==> src/rtl/mod_counter.sv <==
// Parametrised modulo up/down counter with per-cycle step, wrap-or-saturate
// boundary handling, one-shot halt and terminal-count/boundary status.
module mod_counter #(
  parameter int WIDTH    = 8,
  parameter int MAX_VAL  = 2**WIDTH-1,
  parameter bit SATURATE = 1'b0
) (
  input  logic             clk,
  input  logic             reset,
  input  logic             enable,
  input  logic             load,
  input  logic [WIDTH-1:0] data_in,
  input  logic             up_down,
  input  logic [WIDTH-1:0] step,
  input  logic             oneshot,
  output logic [WIDTH-1:0] data_out,
  output logic             tc,
  output logic             boundary,
  output logic             halted
);

  typedef enum logic [0:0] {RUN = 1'b0, HALT = 1'b1} state_t;

  localparam logic [WIDTH-1:0] MAX_W = WIDTH'(MAX_VAL);
  localparam logic [WIDTH:0]   MAX_X = (WIDTH+1)'(MAX_VAL);
  localparam logic [WIDTH:0]   MOD_X = MAX_X + {{WIDTH{1'b0}}, 1'b1};
  localparam logic [WIDTH:0]   ZERO_X = {(WIDTH+1){1'b0}};

  state_t           state;
  state_t           next_state;
  logic [WIDTH-1:0] next_count;
  logic             next_boundary;

  logic [WIDTH:0] count_x;
  logic [WIDTH:0] step_x;
  logic [WIDTH:0] load_x;
  logic [WIDTH:0] eff_step;
  logic [WIDTH:0] sum;
  logic [WIDTH:0] up_res;
  logic [WIDTH:0] dn_res;
  logic           up_cross;
  logic           up_reach;
  logic           dn_cross;
  logic           dn_reach;

  // One extra bit of headroom keeps overflow/underflow visible for crossing detection.
  assign count_x  = {1'b0, data_out};
  assign step_x   = {1'b0, step};
  assign load_x   = {1'b0, data_in};
  assign eff_step = (step_x > MAX_X) ? MAX_X : step_x;
  assign sum      = count_x + eff_step;

  assign up_cross = (sum > MAX_X);
  assign up_reach = (sum >= MAX_X);
  assign dn_cross = (eff_step > count_x);
  assign dn_reach = (eff_step >= count_x);

  assign up_res = up_cross ? (SATURATE ? MAX_X : (sum - MOD_X)) : sum;
  assign dn_res = dn_cross ? (SATURATE ? ZERO_X : (count_x + MOD_X - eff_step))
                           : (count_x - eff_step);

  assign tc = up_down ? (data_out == MAX_W) : (data_out == {WIDTH{1'b0}});

  // Next-state, next-count and boundary pulse: load > enabled update > hold.
  always_comb begin
    next_state    = state;
    next_count    = data_out;
    next_boundary = 1'b0;
    if (load) begin
      next_state = RUN;
      next_count = (load_x > MAX_X) ? MAX_W : data_in;
    end else if (enable && (state == RUN)) begin
      if (up_down) begin
        next_boundary = up_cross;
        if (oneshot && up_reach) begin
          next_count = MAX_W;
          next_state = HALT;
        end else begin
          next_count = WIDTH'(up_res);
        end
      end else begin
        next_boundary = dn_cross;
        if (oneshot && dn_reach) begin
          next_count = {WIDTH{1'b0}};
          next_state = HALT;
        end else begin
          next_count = WIDTH'(dn_res);
        end
      end
    end else begin
      next_count = data_out;
    end
  end

  // State and output registers with asynchronous clear.
  always_ff @(posedge clk or posedge reset) begin
    if (reset) begin
      state    <= RUN;
      data_out <= {WIDTH{1'b0}};
      boundary <= 1'b0;
      halted   <= 1'b0;
    end else begin
      state    <= next_state;
      data_out <= next_count;
      boundary <= next_boundary;
      halted   <= (next_state == HALT);
    end
  end

endmodule

==> config.mk <==
export PLATFORM = sky130hd
export DESIGN_NAME = mod_counter
export DESIGN_NICKNAME = d
export VERILOG_FILES = /design/src/rtl/mod_counter.sv
export SDC_FILE = /design/constraint.sdc
export NUM_CORES = 1
export LEC_CHECK = 0
export CAP_MARGIN = 20
export CORE_ASPECT_RATIO = 1.25
export CORE_UTILIZATION = 55
export CTS_CLUSTER_SIZE = 25
export DETAILED_ROUTE_END_ITERATION = 8
export PLACE_DENSITY_LB_ADDON = 0.12
export SLEW_MARGIN = 20
export SYNTH_ARGS = -nofsm -noshare
export SYNTH_HDL_FRONTEND = slang
export SYNTH_SLANG_ARGS = --single-unit
export TNS_END_PERCENT = 5
==> constraint.sdc <==
create_clock -name clk -period 5.4 [get_ports clk]
set_input_delay 1.08 -clock clk [delete_from_list [all_inputs] [get_ports clk]]
set_output_delay 1.08 -clock clk [all_outputs]
set_load 0.03 [all_outputs]
======== Word level (Yosys, flattened, before mapping) ========
Index checks and enable logic that the tools add are counted.
word-level totals
  register bits ........................... 10
  memories ................................ 0
  memory bits (writable) .................. 0
  output and inout port bits .............. 11
  bits of input ports ..................... 22
  memory bits (read-only) ................. 0
  bits in latches ......................... 0
cells by class
  add/subtract/negate cells ............... 5
  reductions and logical operators ........ 7
  shift-type cells ........................ 0
  muxes and demuxes ....................... 18
  bitwise operators ....................... 1
  divide/modulo/power cells ............... 0
  multipliers ............................. 0
  equal/unequal tests ..................... 2
  order comparisons ....................... 6
operators by type and width
  cell                                                               number
  2-to-1 mux 8 bit                                                   9
  greater-than comparator 8 bit, second input constant               2
  subtractor 8 bit                                                   2
  adder 8 x 8 -> 9 bit                                               1
  greater-or-equal comparator 9 x 8 -> 1 bit, second input constant  1
  greater-than comparator 9 x 8 -> 1 bit, second input constant      1
  2-to-1 mux 1 bit                                                   9
  adder 8 x 1 -> 8 bit, second input constant                        1
  equality test 8 bit, second input constant                         1
  greater-or-equal comparator 8 bit                                  1
  greater-than comparator 8 bit                                      1
  logical NOT 8 bit                                                  1
  subtractor 8 x 1 -> 8 bit, second input constant                   1
  logical AND 1 bit                                                  3
  != test 3 x 2 -> 1 bit, second input constant                      1
  AND reduction 3 bit                                                1
  nonzero test 3 bit                                                 1
  nonzero test 2 bit                                                 1
  NOT 1 bit                                                          1

======== Logic depth before layout (Yosys ltp) ========
  word-level depth ........................ 9
  gate-level depth with buffers ........... 10
  mapped depth without buffers ............ 10

======== Least setup slack after synthesis ========
OpenSTA, ideal clock, no wires.
  path kind ............................... input to output
  from .................................... input port up_down
  to ...................................... output port tc
  required time ........................... 4.320 ns
  data arrival time ....................... 1.933 ns
  buffers on the path ..................... 0
  stages .................................. 2
  setup slack ............................. 2.387 ns
  path through ............................ nand2_1 -> o31ai_1
on the way
  word-level cells in the longest chain between the ends .. 1
ends and longest elaborated chain
  element           line  RTL
  from (decl)       13    input logic up_down,
  2-to-1 mux 1 bit  62    assign tc = up_down ? (data_out == MAX_W) : (data_out == {WIDTH{1'b0}});
  to (decl)         17    output logic tc,
Every way passes these cells.

======== Worst setup path after layout ========
Ends and elaborated chain as after synthesis.

==> run metrics <==
remaining global-route overflow 0; Most used DFF post-synth dfrtp_1; YS warnings 0; peak per-stage delay on the critical path 0.71 ns; Worst R2R Path Depth 8; PortBufs 32; CP Class input port to output pin; I/O pins 33; Avg WL per Cell 16.6 um; initial DRC count 86; WL final 4050 um; critical path's slowest cell clkdlybuf4s50_1; die area 0.00288 sq mm; # hold bufs at CTS 0; Synth area leaders dfrtp_1 (17%), ha_1 (14%), xnor2_1 (4.8%); root buffer cell clkbuf_4; DRC 0; Seq cells post-synth 10; CTS Buf Count 3; Worst Hold Class flip-flop to flip-flop; htree depth 1; initial antenna violation count 0; Seq pwr share 21.8%; PostCTS Resize Cnt 0; Max Freq 255 MHz; status finished clean; RSZ-0062 raised after global routing false; Reg clk slew, reported paths 0.06 ns; Slew Limit Fails 0; worst-path cell chain clkdlybuf4s50_1, nor4_1, nand3_1, o31ai_1, clkdlybuf4s50_1; Initial Util 59.1%; r2r setup slk 2.92 ns; Clock power frac 9.0%; share of layout cells above drive strength 1 5.69%; ANT nets after route 0; core area 0.00248 sq mm; Pwr per Cell Area 302 mW/mm^2; ANT cells 0; Via-to-Cell Ratio 6.44; via count 1572; global-route wire length before repair 6340 um; EDFF count, synth 0; Critical R2R Capture data_out[6]; Final Core Density 72.6%; CP Launch Type input port; clk sinks 10; num rows 20; FFs w/ async S/R, synth 100%; postcts setup bufs 0; crit path to tc; post-synthesis net count 224; Post-Syn Instances 184; detailed placement HPWL 3190 um; Mean Syn Cell Area 7.96 sq um; drt pass-1 iters 5; Routability Congestion 0.971; pin count of the biggest net entering global routing 12; CP required 4.32 ns; leading area contributor after synthesis dfrtp_1; post-synthesis sequential area ratio 17.1%; maximum VDD drop 214 uV; Slew headroom 61.9%; crit-path max FO 7; endpoint class of the critical path output pin; P_sw 268 uW; setup TNS 0 ns; die height 59.7 um; share of the synthesized area in the top cell type 17.1%; Fill cells 198; layout overhead on the synthesized area 22.7%; worst path arrival time 2.84 ns; vias in the first global route 1442; Net Sw Frac 49.5%; fin crit share 72.6%; # Max-Cap Violations 0; Netlist Area Pre-Place 0.00147 sq mm; CP Launch Point up_down; FF/Latch Area 250 sq um; CTS tree yes; Layout Nets 253; Top delay family on crit path buffers and inverters; Hold Slack 0.658 ns; R2R Path Start data_out[0]; Fin. Hold Viols 0; clock buffer depth 2; GRT Overall Usage 30.8%; worst skew pair latency 0.26 ns; minimum clock period 3.92 ns; Worst Path Buf+Inv 2; Worst Tran Pin Value 0.570 ns; DP Cell Count 241; Internal Power 274 uW; Final setup viols 0; die width 48.2 um; leakage power total 0.732 nW; footprint of the multi-input gates 0.00110 sq mm; cell mode on critical path clkdlybuf4s50_1; Post-Layout Cell Count 244; Unique masters post-synth 52; Setup Skew 0.00183 ns; Levels on crit path 5; combinational power share 69.2%; count leader, synth ha_1; Commonest cells post-synth ha_1 (16), inv_1 (15), a21oi_1 (13), nor2_1 (13), nand2_1 (12)
[per-layer routing]
layer	up-vias	track usage [%]	share of wire (%)	wire [um]
met4	0	11.1	1.6	63
met1	749	37.5	40	1630
met3	9	8.46	6.3	255
li1	734	-	-	-
met5	-	0	0	0
met2	80	49.9	52	2100
[flip-flops by register name, indices dropped and copies added (netlist names)]
signal,cells
state,1
data_out,8
boundary,1
[worst reg2reg max path, stage by stage (launching register included)]
cell and delay, ns:
dfrtp_1 0.44, ha_1 0.24, fa_1 0.40, nor2b_2 0.19, o211a_1 0.31, o211ai_1 0.24
nand2_1 0.08, a221oi_1 0.38, a21oi_1 0.09
[power by group through the flow]
stage,registers (mW),logic (mW),clock network (mW)
3_5_place_dp,0.119,0.366,0
5_1_grt,0.121,0.405,0.0537
2_1_floorplan,0.138,0.248,0
6_report,0.118,0.375,0.0487
3_3_place_gp,0.117,0.359,0
4_1_cts,0.118,0.369,0.0493
[per-stage QoR]
step / setup WS, ns / total power [mW] / instance area, sq um
6_report: 1.48 / 0.542 / 1800
5_1_grt: 1.38 / 0.580 / 1800
4_1_cts: 1.51 / 0.536 / 1800
3_5_place_dp: 1.52 / 0.485 / 1780
3_3_place_gp: 1.57 / 0.476 / 1780
2_1_floorplan: 2.39 / 0.386 / 1470
[logic make-up (layout without fill, tap and decap cells)]
family	count (synthesis)	count (layout)	synth area share [%]
AOI/OAI and AO/OA	63	63	31.3
and+or+nand+nor	58	58	21.1
buffers and inverters	24	51	7.60
adders and majority gates	18	18	16.4
xor gates and xnor gates	11	11	6.58
DFF	10	10	17.1
[cell type report]
cell class / instances / area share [%]
Sequential cell: 10 / 13.9
Multi-Input combinational cell: 150 / 61.4
Clock buffer: 3 / 1.25
Inverter: 16 / 3.34
Tap cell: 33 / 2.30
Timing Repair Buffer: 32 / 17.8
[layout by cell type, fill, tap and decap left out, drive strengths merged, types with 6 or more instances in the layout]
cell and instances:
nor2 13, o21ai 14, inv 16, nor2b 6, clkdlybuf4s50 32, ha 16
a21oi 14, nand2 12, xnor2 8, dfrtp 10, o211ai 6
[worst min-delay path by stage]
stage / depth (start not counted) / slack, ns / startpoint / endpoint
after floorplan: 2 / 0.74 / data_out[4] / data_out[4]
after global placement: 2 / 0.63 / state / state
after detailed placement: 1 / 0.65 / data_out[2] / data_out[2]
after CTS: 2 / 0.66 / state / state
after global routing: 2 / 0.70 / state / state
final: 2 / 0.66 / state / state
Power figures use the tool's default switching activity.
